$ cat config.mk
export PLATFORM = sky130hd
export DESIGN_NAME = fir_channel_arbiter_flat
export DESIGN_NICKNAME = d
export VERILOG_FILES = /design/src/rtl/fir_channel_arbiter_if.sv /design/src/rtl/fir_channel_arbiter.sv /design/src/flat_wrapper.sv
export SDC_FILE = /design/constraint.sdc
export NUM_CORES = 1
export LEC_CHECK = 0
export BUFFER_PORTS_ARGS = -buffer_cell sky130_fd_sc_hd__buf_2
export CORE_ASPECT_RATIO = 1.4
export CORE_MARGIN = 2
export CORE_UTILIZATION = 50
export CTS_BUF_LIST = sky130_fd_sc_hd__clkbuf_16
export CTS_CLUSTER_SIZE = 8
export DETAILED_ROUTE_END_ITERATION = 6
export PLACE_DENSITY_LB_ADDON = 0.15
export SYNTH_ARGS = -nofsm -noshare
export SYNTH_HDL_FRONTEND = slang
export SYNTH_SLANG_ARGS = --single-unit
$ cat constraint.sdc
create_clock -name clk -period 2.9 [get_ports clk]
set_input_delay 0.435 -clock clk [delete_from_list [all_inputs] [get_ports clk]]
set_output_delay 0.435 -clock clk [all_outputs]
set_load 0.03 [all_outputs]
$ cat src/rtl/fir_channel_arbiter_if.sv
// fir_channel_arbiter_if: channel request/result bus plus filter handshake for the arbiter
interface fir_channel_arbiter_if;
  logic        req0;
  logic        req1;
  logic [15:0] sample0;
  logic [15:0] sample1;
  logic        modwait;
  logic [15:0] fir_out;
  logic        err;
  logic [15:0] sample_data;
  logic        data_ready;
  logic        ack0;
  logic        ack1;
  logic [15:0] result_data;
  logic        result_ch;
  logic        result_valid;
  logic        result_err;
  logic        busy;
  modport master (
    input  req0, req1, sample0, sample1, modwait, fir_out, err,
    output sample_data, data_ready, ack0, ack1, result_data, result_ch, result_valid, result_err, busy
  );
  modport slave (
    output req0, req1, sample0, sample1, modwait, fir_out, err,
    input  sample_data, data_ready, ack0, ack1, result_data, result_ch, result_valid, result_err, busy
  );
endinterface

$ cat src/rtl/fir_channel_arbiter.sv
// fir_channel_arbiter: round-robin two-channel front end sharing one FIR filter, with handshake timeouts
module fir_channel_arbiter #(
  parameter int TMO_ISSUE = 15,
  parameter int TMO_BUSY  = 63
) (
  input logic                   clk,
  input logic                   n_rst,
  fir_channel_arbiter_if.master bus
);
  localparam int CW = $clog2((TMO_BUSY > TMO_ISSUE ? TMO_BUSY : TMO_ISSUE) + 1);
  localparam logic [1:0] IDLE  = 2'd0;
  localparam logic [1:0] ISSUE = 2'd1;
  localparam logic [1:0] BUSY  = 2'd2;
  localparam logic [1:0] DONE  = 2'd3;
  logic [1:0]    state_q, state_d;
  logic [CW-1:0] cnt_q, cnt_d;
  logic          grant_q, grant_d, last_q, last_d;
  logic [15:0]   sample_q, sample_d, rdata_q, rdata_d;
  logic          rerr_q, rerr_d, rch_q, rch_d;
  logic          dr_q, ack0_q, ack1_q, valid_q, busy_q;
  // next state: grant in IDLE, hold data_ready until modwait, wait for modwait low, one-cycle DONE
  always_comb begin
    state_d  = state_q;
    cnt_d    = cnt_q;
    grant_d  = grant_q;
    last_d   = last_q;
    sample_d = sample_q;
    rdata_d  = rdata_q;
    rerr_d   = rerr_q;
    rch_d    = rch_q;
    case (state_q)
      IDLE:
        if (bus.req0 || bus.req1) begin
          grant_d  = (bus.req0 && bus.req1) ? ~last_q : bus.req1;
          sample_d = grant_d ? bus.sample1 : bus.sample0;
          cnt_d    = '0;
          state_d  = ISSUE;
        end
      ISSUE:
        if (bus.modwait) begin
          state_d = BUSY;
          cnt_d   = '0;
        end else if (cnt_q == CW'(TMO_ISSUE - 1)) begin
          state_d = DONE;
          rdata_d = '0;
          rerr_d  = 1'b1;
          rch_d   = grant_q;
        end else
          cnt_d = cnt_q + 1'b1;
      BUSY:
        if (!bus.modwait) begin
          state_d = DONE;
          rdata_d = bus.fir_out;
          rerr_d  = bus.err;
          rch_d   = grant_q;
        end else if (cnt_q == CW'(TMO_BUSY - 1)) begin
          state_d = DONE;
          rdata_d = '0;
          rerr_d  = 1'b1;
          rch_d   = grant_q;
        end else
          cnt_d = cnt_q + 1'b1;
      default: begin
        state_d = IDLE;
        cnt_d   = '0;
        last_d  = grant_q;
      end
    endcase
  end
  // state and registered outputs, all derived from the next state so they line up with it
  always_ff @(posedge clk or negedge n_rst)
    if (!n_rst) begin
      state_q  <= IDLE;
      cnt_q    <= '0;
      grant_q  <= 1'b0;
      last_q   <= 1'b1;
      sample_q <= '0;
      rdata_q  <= '0;
      rerr_q   <= 1'b0;
      rch_q    <= 1'b0;
      dr_q     <= 1'b0;
      ack0_q   <= 1'b0;
      ack1_q   <= 1'b0;
      valid_q  <= 1'b0;
      busy_q   <= 1'b0;
    end else begin
      state_q  <= state_d;
      cnt_q    <= cnt_d;
      grant_q  <= grant_d;
      last_q   <= last_d;
      sample_q <= sample_d;
      rdata_q  <= rdata_d;
      rerr_q   <= rerr_d;
      rch_q    <= rch_d;
      dr_q     <= state_d == ISSUE;
      ack0_q   <= state_d == DONE && !grant_d;
      ack1_q   <= state_d == DONE && grant_d;
      valid_q  <= state_d == DONE;
      busy_q   <= state_d != IDLE;
    end
  assign bus.sample_data  = sample_q;
  assign bus.data_ready   = dr_q;
  assign bus.ack0         = ack0_q;
  assign bus.ack1         = ack1_q;
  assign bus.result_data  = rdata_q;
  assign bus.result_ch    = rch_q;
  assign bus.result_valid = valid_q;
  assign bus.result_err   = rerr_q;
  assign bus.busy         = busy_q;
endmodule
$ cat src/flat_wrapper.sv
// flat-port wrapper written by rule: the top's interface ports become plain ports
module fir_channel_arbiter_flat 
#(
  parameter int TMO_ISSUE = 15,
  parameter int TMO_BUSY  = 63
)
  (clk, n_rst, bus_req0, bus_req1, bus_sample0, bus_sample1, bus_modwait, bus_fir_out, bus_err, bus_sample_data, bus_data_ready, bus_ack0, bus_ack1, bus_result_data, bus_result_ch, bus_result_valid, bus_result_err, bus_busy);
  fir_channel_arbiter_if bus_i ();
  input logic clk;
  input logic n_rst;
  input wire logic [$bits(bus_i.req0)-1:0] bus_req0;
  input wire logic [$bits(bus_i.req1)-1:0] bus_req1;
  input wire logic [$bits(bus_i.sample0)-1:0] bus_sample0;
  input wire logic [$bits(bus_i.sample1)-1:0] bus_sample1;
  input wire logic [$bits(bus_i.modwait)-1:0] bus_modwait;
  input wire logic [$bits(bus_i.fir_out)-1:0] bus_fir_out;
  input wire logic [$bits(bus_i.err)-1:0] bus_err;
  output wire logic [$bits(bus_i.sample_data)-1:0] bus_sample_data;
  output wire logic [$bits(bus_i.data_ready)-1:0] bus_data_ready;
  output wire logic [$bits(bus_i.ack0)-1:0] bus_ack0;
  output wire logic [$bits(bus_i.ack1)-1:0] bus_ack1;
  output wire logic [$bits(bus_i.result_data)-1:0] bus_result_data;
  output wire logic [$bits(bus_i.result_ch)-1:0] bus_result_ch;
  output wire logic [$bits(bus_i.result_valid)-1:0] bus_result_valid;
  output wire logic [$bits(bus_i.result_err)-1:0] bus_result_err;
  output wire logic [$bits(bus_i.busy)-1:0] bus_busy;
  assign bus_i.req0 = bus_req0;
  assign bus_i.req1 = bus_req1;
  assign bus_i.sample0 = bus_sample0;
  assign bus_i.sample1 = bus_sample1;
  assign bus_i.modwait = bus_modwait;
  assign bus_i.fir_out = bus_fir_out;
  assign bus_i.err = bus_err;
  assign bus_sample_data = bus_i.sample_data;
  assign bus_data_ready = bus_i.data_ready;
  assign bus_ack0 = bus_i.ack0;
  assign bus_ack1 = bus_i.ack1;
  assign bus_result_data = bus_i.result_data;
  assign bus_result_ch = bus_i.result_ch;
  assign bus_result_valid = bus_i.result_valid;
  assign bus_result_err = bus_i.result_err;
  assign bus_busy = bus_i.busy;
  fir_channel_arbiter #(.TMO_ISSUE(TMO_ISSUE), .TMO_BUSY(TMO_BUSY)) u_core (.clk(clk), .n_rst(n_rst), .bus(bus_i));
endmodule
# Word-level counts from Yosys, hierarchy flattened
# Cells that the tools add are included.
# totals
register_bits,49
output_inout_bits,39
in_bits,54
# classes
n_eq_ne,13
reduce_logical,12
bitwise_logic,1
mux,31
addsub,1
# op_table
operator,count
two-way mux 16 bit,5
one-hot mux 16 bit (2 select lines),1
two-way mux 6 bit,5
one-hot mux 6 bit (3 select lines),1
two-way mux 1 bit,11
two-way mux 2 bit,5
AND reduction 4 bit,2
"adder 6 x 1 -> 6 bit, second input constant",1
"equality test 6 x 4 -> 1 bit, second input constant",1
"equality test 6 bit, second input constant",1
"inequality test 2 bit, second input constant",3
one-hot mux 2 bit (3 select lines),1
"equality test 2 x 1 -> 1 bit, second input constant",2
"equality test 2 bit, second input constant",2
"inequality test 2 x 1 -> 1 bit, second input constant",2
one-hot mux 1 bit (2 select lines),2
nonzero test 2 bit,2
logical AND 1 bit,3
"inequality test 3 x 2 -> 1 bit, second input constant",1
"inequality test 3 bit, second input constant",1
OR reduction 3 bit,1
logical NOT 2 bit,1
AND reduction 2 bit,1
logical NOT 1 bit,1
other kinds (2),2

# Depth between registers and ports, before layout
# Gate-level depths: netlist of the first run.
# logic_depth
depth_word,6
ltp_mapped,8
depth_no_buf,6

# Worst setup path before layout of the first run
# No wires, ideal clock.
# synth_path
path_type,reg-to-reg
startpoint,register u_core.state_q[1]
endpoint,register u_core.cnt_q[1]
slack_ns,1.101
stages_incl_launch_ff,7
arrival_time_ns,1.674
setup_time_ns,0.125
path_cell_list,dfrtp_1 inv_1 ha_1 nor2b_2 a31oi_1 o21a_2 mux2_4
# synth_via
elab_chain_len,3
elab_cells_between_ends,9
# synth_lines
element,line,text
"start, declared",fir_channel_arbiter.sv:15,"logic [1:0] state_q, state_d;"
"start signal, assigned",fir_channel_arbiter.sv:87,state_q <= state_d;
"equality test 2 x 1 -> 1 bit, or another cell as far along",fir_channel_arbiter.sv:31,case (state_q)
"inequality test 3 bit (no source line), or another cell as far along",--,
AND reduction 4 bit (no source line),--,
"end signal, assigned",fir_channel_arbiter.sv:88,cnt_q <= cnt_d;
"end, declared",fir_channel_arbiter.sv:16,"logic [CW-1:0] cnt_q, cnt_d;"
# Parallel ways exist; a longest one is shown, timed or not.
# A chain may end at the register's enable or synchronous reset.

# Worst setup path after layout of the first run
# layout_path
startpoint,register u_core.state_q[0]
endpoint,register u_core.ack0_q (netlist: u_core.bus.ack0)
# layout_via
elab_chain_len,5
elab_cells_between_ends,13
# layout_lines
element,line,text
two-way mux 2 bit (on tied branches),"fir_channel_arbiter.sv:56, fir_channel_arbiter.sv:43",
two-way mux 2 bit (on tied branches),"fir_channel_arbiter.sv:51, fir_channel_arbiter.sv:40",
one-hot mux 2 bit (3 select lines),fir_channel_arbiter.sv:31,
equality test 2 bit,fir_channel_arbiter.sv:96,ack0_q <= state_d == DONE && !grant_d;
logical AND 1 bit (*),fir_channel_arbiter.sv:96,
"end signal, assigned",fir_channel_arbiter.sv:96,
"end, declared",fir_channel_arbiter.sv:20,"logic dr_q, ack0_q, ack1_q, valid_q, busy_q;"
# Every way passes the cells marked *; elsewhere a longest branch is shown, timed or not.

==> out/metrics.yaml, run 1 <==
power_and_ir_drop:
  internal-power_mw: 1.84
  combPwrFrac_pct: 46.2
  switching_share_pct: 42.3
  p_switching_mw: 1.35
  seqPwrFrac_pct: 33.7
  leakage_nw: 1.56
  vdd_ir_drop_max_uv: 473
  totalPowerFinal_mw: 3.18
  pwr-share-clk_pct: 20.1
  power_density_nw_per_um2: 1030
worst_setup_path:
  critPathTopFamily: "compound AO/OA/AOI/OAI gates"
  cp_num_buf_inv: 2
  critPathMaxFanout: 34
  setup.reg_to_reg.worst_slack_ns: 0.85
  crit_path_top_delay_cell: "a211oi_2"
  cp.arrival_ns: 2.20
  cpPeakStageDelay_ns: 0.43
  start_kind: "flip-flop"
  cp_cell_sequence: "inv_1 > ha_1 > o21ai_2 > buf_4 > o2111ai_1 > a211oi_2 > nor4_1"
  worstSetupPathType: "reg2reg"
  end_kind: "flip-flop"
  cp.required_ns: 3.05
cts:
  root_buffer: "clkbuf_16"
  hold_buffers: 0
  cts_sinks: 49
  htreeDepth: 2
  tritoncts.num_buffers: 5
  cts-resized-gates: 0
  clk_path_buf_depth: 2
  path_clk_slew_ns: 0.07
  cts_tree: "yes"
  cts_setup_buffers: 0
  clk_latency_ns: 0.28
final_layout:
  multiInputGateArea_um2: 1050
  syn_to_final_growth_pct: 27.8
  fillers: 398
  layout_commonest_cell: "buf_2"
  final_util_pct: 65.0
  fin_nets: 378
  regArea_um2: 1230
  n_antenna_cell: 0
  drive_gt1_share_pct: 38.2
  final_cell_mix: "buf_2 (92), dfrtp_1 (48), nand2_1 (35)"
floorplan:
  fp-row-count: 30
  die_area_um2: 5430
  pin_count: 93
  die_h_um: 86.4
  core_um2: 4770
  die_x_um: 62.9
  floorplan.initialDensity_pct: 50.9
grt:
  antenna_found_initial: 0
  grtUsageMet3_pct: 5.06
  first_global_vias: 1892
  globalRouteMet2Util_pct: 33.8
  grt_most_used_layer: "met2"
  gr-total-overflow: 0
  met1_usage_pct: 22.3
  grt_start_max_net_pins: 35
  grt_first_pass_wirelength_um: 8380
  grt_usage_pct: 19.3
run_status:
  outcome: "finished clean"
drt:
  drcViolationCount: 0
  viasPerCell: 5.11
  drt_iter0_markers: 71
  wl_per_cell_um: 13.2
  vias: 1956
  firstDrtPassIters: 4
  routed_wl_um: 5040
  ant_nets: 0
synthesis:
  yosys.cell_types.count: 45
  syn_nets: 283
  syn_area_um2: 2430
  syn_area_per_cell_um2: 10.9
  async_flop_share_pct: 100
  synth_edf_count: 0
  syn-instance-count: 223
  ys.flop_type: "dfrtp_1"
  yosysSeqAreaShare_pct: 50.6
  ys_warn_count: 0
  synth-seq-cells: 49
place:
  place_congestion: 0.800
  dp_hpwl_um: 3770
  portBuffers: 92
timing:
  slew_headroom_pct: 61.7
  setup_tns_ns: 0
  finalCritPeriodShare_pct: 70.8
  rsz0062_at_grt: "false"
  setup_viol: 0
  slew_viol_final: 0
  period_minus_slack_ns: 2.05
  whs_ns: 0.132
  finClkSkew_ns: 0.00503
  fmaxAchievable_ghz: 0.487
  tightest_slew_ns: 0.569
  timing.final.hold_violations: 0
run:
  maxCapViolCount: 0
hold_path:
  min_path_type: "in2async"
per-layer routing:
metal	vias to the layer above	routed length (um)	share of wire, %
li1	956	-	-
met1	937	2050	41
met2	53	2640	52
met3	10	253	5.0
met4	0	102	2.0
met5	-	0	0
area by class of cell:
| cell class | count | area share, % |
|---|---|---|
| inverters | 20 | 2.42 |
| repair buffers | 98 | 16.3 |
| flip-flops and latches | 49 | 39.6 |
| multi-input cells | 144 | 33.7 |
| well taps | 64 | 2.58 |
| clock buffers | 5 | 4.04 |
| clock inverters | 3 | 1.33 |
power by group through the flow:
stage	logic, mW	clock network [mW]	registers (mW)
floorplan	0.629	0	1.51
global placement	1.46	0	1.07
detailed placement	1.48	0	1.08
CTS	1.48	0.659	1.07
global route	1.60	0.689	1.10
finish	1.47	0.640	1.07
state kept, by name (all words and copies together), names as in the netlist:
register                 count
u_core.bus.result_data      16
u_core.bus.busy              1
u_core.bus.data_ready        1
u_core.bus.result_ch         1
u_core.bus.sample_data      16
u_core.state_q               2
u_core.last_q                1
u_core.bus.ack0              1
u_core.bus.result_valid      1
u_core.bus.result_err        1
u_core.grant_q               1
u_core.cnt_q                 6
u_core.bus.ack1              1
stage by stage:
| step | instance area (um2) | instances | setup WS (ns) |
|---|---|---|---|
| after floorplan | 2430 | 223 | 1.10 |
| after detailed placement | 2930 | 375 | 0.880 |
| final | 3100 | 383 | 0.846 |
| after global routing | 3100 | 383 | 0.639 |
| after global placement | 2930 | 375 | 0.933 |
| after CTS | 3100 | 383 | 0.858 |
cells by family after synthesis:
kind of cell	share of synthesized area [%]
AND/OR/NAND/NOR	11.8
flip-flops	50.6
AO/OA/AOI/OAI	12.6
multiplexers	15.4
buffers and inverters	6.60
adder cells (fa/ha/maj)	3.09
cell usage after synthesis (3+ instances only):
master     instances  area share [%]
nor2_1             7             1.1
ha_1               6             3.1
o21ai_0           18             3.7
inv_1             20             3.1
nand2_1           35             5.4
clkbuf_1           4            0.62
dfrtp_1           48              50
a32o_1             3             1.2
o2111ai_1          3             1.1
mux2i_1           32              13
o221ai_1           4             1.4
worst paths after layout:
path,cells past startpoint,endpoint,start
worst max-delay path,7,u_core.bus.ack0,u_core.state_q[0]
worst min-delay path,1,u_core.bus.sample_data[4],n_rst
worst max register to register,7,u_core.bus.ack0,u_core.state_q[0]
worst min register to register,2,u_core.bus.sample_data[13],u_core.bus.sample_data[13]
max in group asynchronous,2,u_core.bus.result_data[10],n_rst
min in group clk,3,u_core.bus.result_data[1],bus_fir_out[1]
Note: power is estimated with default switching activity, not from simulation.
==> run 2, diff against run 1 <==
--- a/config.mk
+++ b/config.mk
@@ -8,7 +8,7 @@
 export BUFFER_PORTS_ARGS = -buffer_cell sky130_fd_sc_hd__buf_2
 export CORE_ASPECT_RATIO = 1.4
 export CORE_MARGIN = 2
-export CORE_UTILIZATION = 50
+export CORE_UTILIZATION = 44
 export CTS_BUF_LIST = sky130_fd_sc_hd__clkbuf_16
 export CTS_CLUSTER_SIZE = 8
 export DETAILED_ROUTE_END_ITERATION = 6
==> constraint.sdc (replaced) <==
create_clock -name clk -period 1.6 [get_ports clk]
set_input_delay 0.24 -clock clk [delete_from_list [all_inputs] [get_ports clk]]
set_output_delay 0.24 -clock clk [all_outputs]
set_load 0.03 [all_outputs]
==> run 2 against run 1 <==
Global-route usage fell by 0.16 points. Clock power rose by 58%. Largest cell class unchanged. Core utilization rose by 1.7 points. Worst hold slack improved by 0.060 ns. Sequential cell count did not move. Register-to-register slack got worse by 0.93 ns. Via count rose by 3.6%. First-iteration DRC count rose by 82%. Critical path type unchanged. Clock skew fell by 0.0022 ns. Routed wire length rose by 11%. The run now ends with setup timing left. Count of clock-buffer cells in the layout did not move. Cell area rose by 16%. Largest power group unchanged.
==> out/metrics.yaml, run 2 (same netlist as run 1, synthesis figures left out) <==
worst_setup_path:
  rr_startpoint: "u_core.cnt_q[0]"
  start_kind: "flip-flop"
  r2r-end: "u_core.bus.result_ch"
  cp.arrival_ns: 1.85
  end_kind: "flip-flop"
  cp.required_ns: 1.77
  worstSetupPathType: "reg2reg"
  critPathMaxFanout: 4
  r2r.worst_path.cells: 7
  setup.reg_to_reg.worst_slack_ns: -0.08
drt:
  routed_wl_um: 5570
  vias: 2027
  drt_iter0_markers: 129
  firstDrtPassIters: 4
  ant_nets: 0
  drcViolationCount: 0
  wl_per_cell_um: 13.1
  viasPerCell: 4.78
final_layout:
  syn_to_final_growth_pct: 48.7
  drive_gt1_share_pct: 50.6
  layout_commonest_cell: "buf_2"
  n_antenna_cell: 0
  fin_nets: 415
  final_cell_mix: "buf_2 (92), dfrtp_1 (47), nand2_1 (35)"
timing:
  rsz0062_at_grt: "true"
  finalCritPeriodShare_pct: 105
  slew_headroom_pct: 68.7
  setup_ws_ns: -0.0816
  setup_tns_ns: -0.779
  setup_viol: 18
  timing.final.hold_violations: 0
  fmaxAchievable_ghz: 0.595
  finClkSkew_ns: 0.00287
  slew_viol_final: 0
  period_minus_slack_ns: 1.68
  tightest_slew_ns: 0.469
cts:
  clk_latency_ns: 0.28
  cts_tree: "yes"
  htreeDepth: 2
  cts_sinks: 49
  clk_path_buf_depth: 2
  root_buffer: "clkbuf_16"
  tritoncts.num_buffers: 5
  path_clk_slew_ns: 0.06
grt:
  globalRouteMet2Util_pct: 34.0
  met1_usage_pct: 22.2
  grtUsageMet3_pct: 4.17
  gr-total-overflow: 0
  grt_first_pass_wirelength_um: 9000
  grt_most_used_layer: "met2"
  first_global_vias: 2004
  antenna_found_initial: 0
  grt_usage_pct: 19.1
  grt_start_max_net_pins: 32
floorplan:
  core_um2: 5410
  pin_count: 93
  fp-row-count: 32
  floorplan.initialDensity_pct: 44.9
  die_h_um: 91.9
  die_x_um: 66.8
  die_area_um2: 6130
hold_path:
  hold_depth: 3
  hold_start: "bus_fir_out[2]"
  whs_endpoint: "u_core.bus.result_data[2]"
  min_path_type: "in2reg"
power_and_ir_drop:
  power_density_nw_per_um2: 1790
  leakage_nw: 1.77
  vdd_ir_drop_max_uv: 742
  totalPowerFinal_mw: 6.46
run_status:
  outcome: "finished with violations"
  violations: "setup timing"
place:
  dp_hpwl_um: 4090
  place_congestion: 0.806
  portBuffers: 92
run:
  maxCapViolCount: 0
-- run 2: cell types whose count changed in the layout (fill, tap and decap cells not counted), sizes merged --
cell	before	now
buf	98	134
bufinv	1	0
clkinv	1	0
clkinvlp	1	2
dlygate4sd3	0	1
inv	20	21
-- run 2: final cells by class --
class / count / area, um2
clock buffer: 5 / 125
clock inverter: 3 / 18.8
fill: 431 / 1800
inverter: 20 / 75.1
multi-input combinational: 144 / 1220
sequential: 49 / 1230
tap: 68 / 85.1
timing repair buffer: 135 / 850
-- run 2: worst max-delay path: stages, from the launching register on --
cell	delay, ns
dfrtp_1	0.39
inv_2	0.08
ha_4	0.14
nand3_4	0.08
o21a_4	0.25
o21bai_4	0.21
buf_6	0.14
mux2_4	0.29
-- run 2: how the worst max path moves through the flow --
stage               cells past startpoint                    endpoint         startpoint  slack [ns]
floorplan                               7        u_core.bus.result_ch  u_core.state_q[1]       -0.09
detailed placement                      7  u_core.bus.result_data[11]    u_core.cnt_q[0]       -0.12
global placement                        6             u_core.bus.ack0  u_core.state_q[0]       -0.03
global route                            8   u_core.bus.result_data[8]    u_core.cnt_q[0]       -0.15
finish                                  7        u_core.bus.result_ch    u_core.cnt_q[0]       -0.08
CTS                                     6        u_core.bus.result_ch    u_core.cnt_q[1]       -0.04
-- run 2: timing repair --
item / 4_1_cts / 5_1_grt
hold buffers: 1 / 0
endpoints found under the hold margin: 17 / 0
setup endpoints to repair: 28 / 30
pin swaps: 5 / 8
gates cloned: 1 / 0
resized for setup: 22 / 17
setup buffers: 9 / 7
-- run 2: power breakdown --
group | switching [mW] | leakage, nW | internal (mW)
sequential | 0.232 | 0.634 | 1.71
clock | 0.439 | 0.0672 | 0.573
combinational | 2.03 | 1.07 | 1.47
-- run 2: per-stage QoR --
step | cells | hold WS [ns] | worst slack (ns) | util, % | instance area, um2
2_1_floorplan | 223 | -0.0556 | -0.0889 | - | 2450
3_3_place_gp | 400 | 0.217 | -0.0292 | 58.4 | 3160
3_5_place_dp | 400 | 0.221 | -0.125 | 58.4 | 3160
4_1_cts | 419 | 0.182 | -0.0386 | 64.8 | 3500
5_1_grt | 424 | 0.197 | -0.148 | 66.7 | 3610
6_report | 424 | 0.192 | -0.0816 | 66.7 | 3610
-- run 2: routing by layer --
metal	share of wire, %	wire [um]
met1	39	2150
met2	53	2970
met3	6.4	357
met4	1.6	91
met5	0	0
==> run 3, diff against run 2 <==
--- a/config.mk
+++ b/config.mk
@@ -5,7 +5,7 @@
 export SDC_FILE = /design/constraint.sdc
 export NUM_CORES = 1
 export LEC_CHECK = 0
-export BUFFER_PORTS_ARGS = -buffer_cell sky130_fd_sc_hd__buf_2
+export BUFFER_PORTS_ARGS = -buffer_cell sky130_fd_sc_hd__clkbuf_2
 export CORE_ASPECT_RATIO = 1.4
 export CORE_MARGIN = 2
 export CORE_UTILIZATION = 44
==> run 3 against run 2 <==
The flow still finishes with violations (setup timing). Clock skew increased by 0.0011 ns. Highest routed layer unchanged. Sequential cell count unchanged. Count of clock-buffer cells in the layout unchanged. Die area unchanged.
==> out/metrics.yaml, run 3 (same netlist as run 1, synthesis figures left out) <==
run_status:
  outcome: "finished with violations"
  violations: "setup timing"
drt:
  drt_iter0_markers: 65
  vias: 2022
  viasPerCell: 4.90
  routed_wl_um: 5560
  wl_per_cell_um: 13.5
  firstDrtPassIters: 4
  drcViolationCount: 0
  ant_nets: 0
power_and_ir_drop:
  totalPowerFinal_mw: 6.33
  power_density_nw_per_um2: 1800
  leakage_nw: 1.72
  vdd_ir_drop_max_uv: 930
grt:
  antenna_found_initial: 0
  grt_usage_pct: 18.5
  gr-total-overflow: 0
  grt_first_pass_wirelength_um: 8760
  grt_start_max_net_pins: 41
  first_global_vias: 1954
worst_setup_path:
  cp_cell_sequence: "ha_4 > and3_4 > and3_4 > o21bai_4 > buf_6 > mux2_4"
  cpPeakStageDelay_ns: 0.42
  end_kind: "flip-flop"
  cp.arrival_ns: 1.84
  cp.required_ns: 1.77
  start_kind: "flip-flop"
  rr_startpoint: "u_core.cnt_q[1]"
  crit_path_top_delay_cell: "dfrtp_1"
  critPathMostFrequentCell: "and3_4"
  critPathMaxFanout: 3
  worstSetupPathType: "reg2reg"
  crit_start: "u_core.cnt_q[1]"
timing:
  timing.final.hold_violations: 0
  fmaxAchievable_ghz: 0.598
  setup_viol: 23
  finalCritPeriodShare_pct: 104
  setup_ws_ns: -0.0718
  tightest_slew_ns: 0.357
  period_minus_slack_ns: 1.67
  finClkSkew_ns: 0.00396
  rsz0062_at_grt: "true"
  slew_viol_final: 0
  slew_headroom_pct: 76.2
cts:
  path_clk_slew_ns: 0.06
  htreeDepth: 2
  clk_latency_ns: 0.29
  cts_sinks: 49
  clk_path_buf_depth: 2
  root_buffer: "clkbuf_16"
  cts_tree: "yes"
  tritoncts.num_buffers: 5
floorplan:
  die_x_um: 66.8
  die_area_um2: 6130
  die_h_um: 91.9
  core_um2: 5410
  fp-row-count: 32
  pin_count: 93
  floorplan.initialDensity_pct: 44.9
final_layout:
  final_cell_mix: "clkbuf_2 (92), dfrtp_1 (47), nand2_1 (35)"
  syn_to_final_growth_pct: 44.9
  n_antenna_cell: 0
  layout_commonest_cell: "clkbuf_2"
  drive_gt1_share_pct: 48.4
  fin_nets: 404
  final_util_pct: 65.0
place:
  portBuffers: 92
  place_congestion: 0.812
  dp_hpwl_um: 3930
hold_path:
  min_path_type: "in2reg"
  hold_start: "bus_fir_out[13]"
run:
  maxCapViolCount: 0
run 3: cell count changes in the layout (fill, tap and decap cells not counted), moves of 2 or more:
| cell | before | now |
|---|---|---|
| buf_2 | 92 | 0 |
| clkbuf_2 | 0 | 92 |
| buf_4 | 32 | 23 |
| buf_6 | 7 | 5 |
run 3: metrics by stage:
stage	setup slack, ns	instances	hold slack, ns	area (um2)	TNS [ns]
after floorplan	-0.0889	223	-0.0556	2450	-0.697
after global placement	-0.0717	395	0.132	3120	-1.08
after detailed placement	-0.127	395	0.128	3120	-1.98
after CTS	-0.0398	413	0.167	3440	-0.388
after global routing	-0.165	413	0.183	3510	-2.73
final	-0.0718	413	0.169	3510	-0.697
run 3: final cells by class:
cell class              count  area, um2
clock inverters             3       18.8
multi-input cells         144       1220
well taps                  68       85.1
inverters                  20       77.6
clock buffers               5        125
fillers                   441       1890
flip-flops and latches     49       1230
repair buffers            124        759
run 3: final timing paths:
check | end | slack (ns) | cells after the start
max | u_core.bus.result_ch | -0.07 | 6
min | u_core.bus.result_data[13] | 0.17 | 3
max reg2reg | u_core.bus.result_ch | -0.07 | 6
min reg2reg | u_core.bus.sample_data[8] | 0.48 | 2
max in group asynchronous | u_core.last_q | 0.70 | 3
min in group asynchronous | u_core.bus.sample_data[10] | 0.36 | 2
run 3: repair_timing:
action	4_1_cts	5_1_grt
setup endpoints to repair	26	27
cloned	1	0
resized for setup	19	17
pin swaps	4	4
hold buffers	1	0
hold endpoints to repair	9	0
setup buffers	8	2
run 3: routing by layer:
metal	up-vias	routed length (um)	global-route usage (%)
li1	1010	-	-
met1	946	2280	21.9
met2	57	2870	32.9
met3	9	316	3.56
met4	0	97	6.29
met5	-	0	0
run 3: report_power, final:
part	internal, mW	switching (mW)
logic	1.34	2.00
registers	1.71	0.259
clock network	0.573	0.443
total	3.62	2.71
run 3: critical path: cells and delay by family, from the launching register on:
kind                       cells  cell delay, ns
AOI/OAI and AO/OA              1            0.18
adders and majority gates      1            0.18
buffers and inverters          1            0.13
DFF                            1            0.42
muxes                          1            0.29
and+or+nand+nor                2            0.35
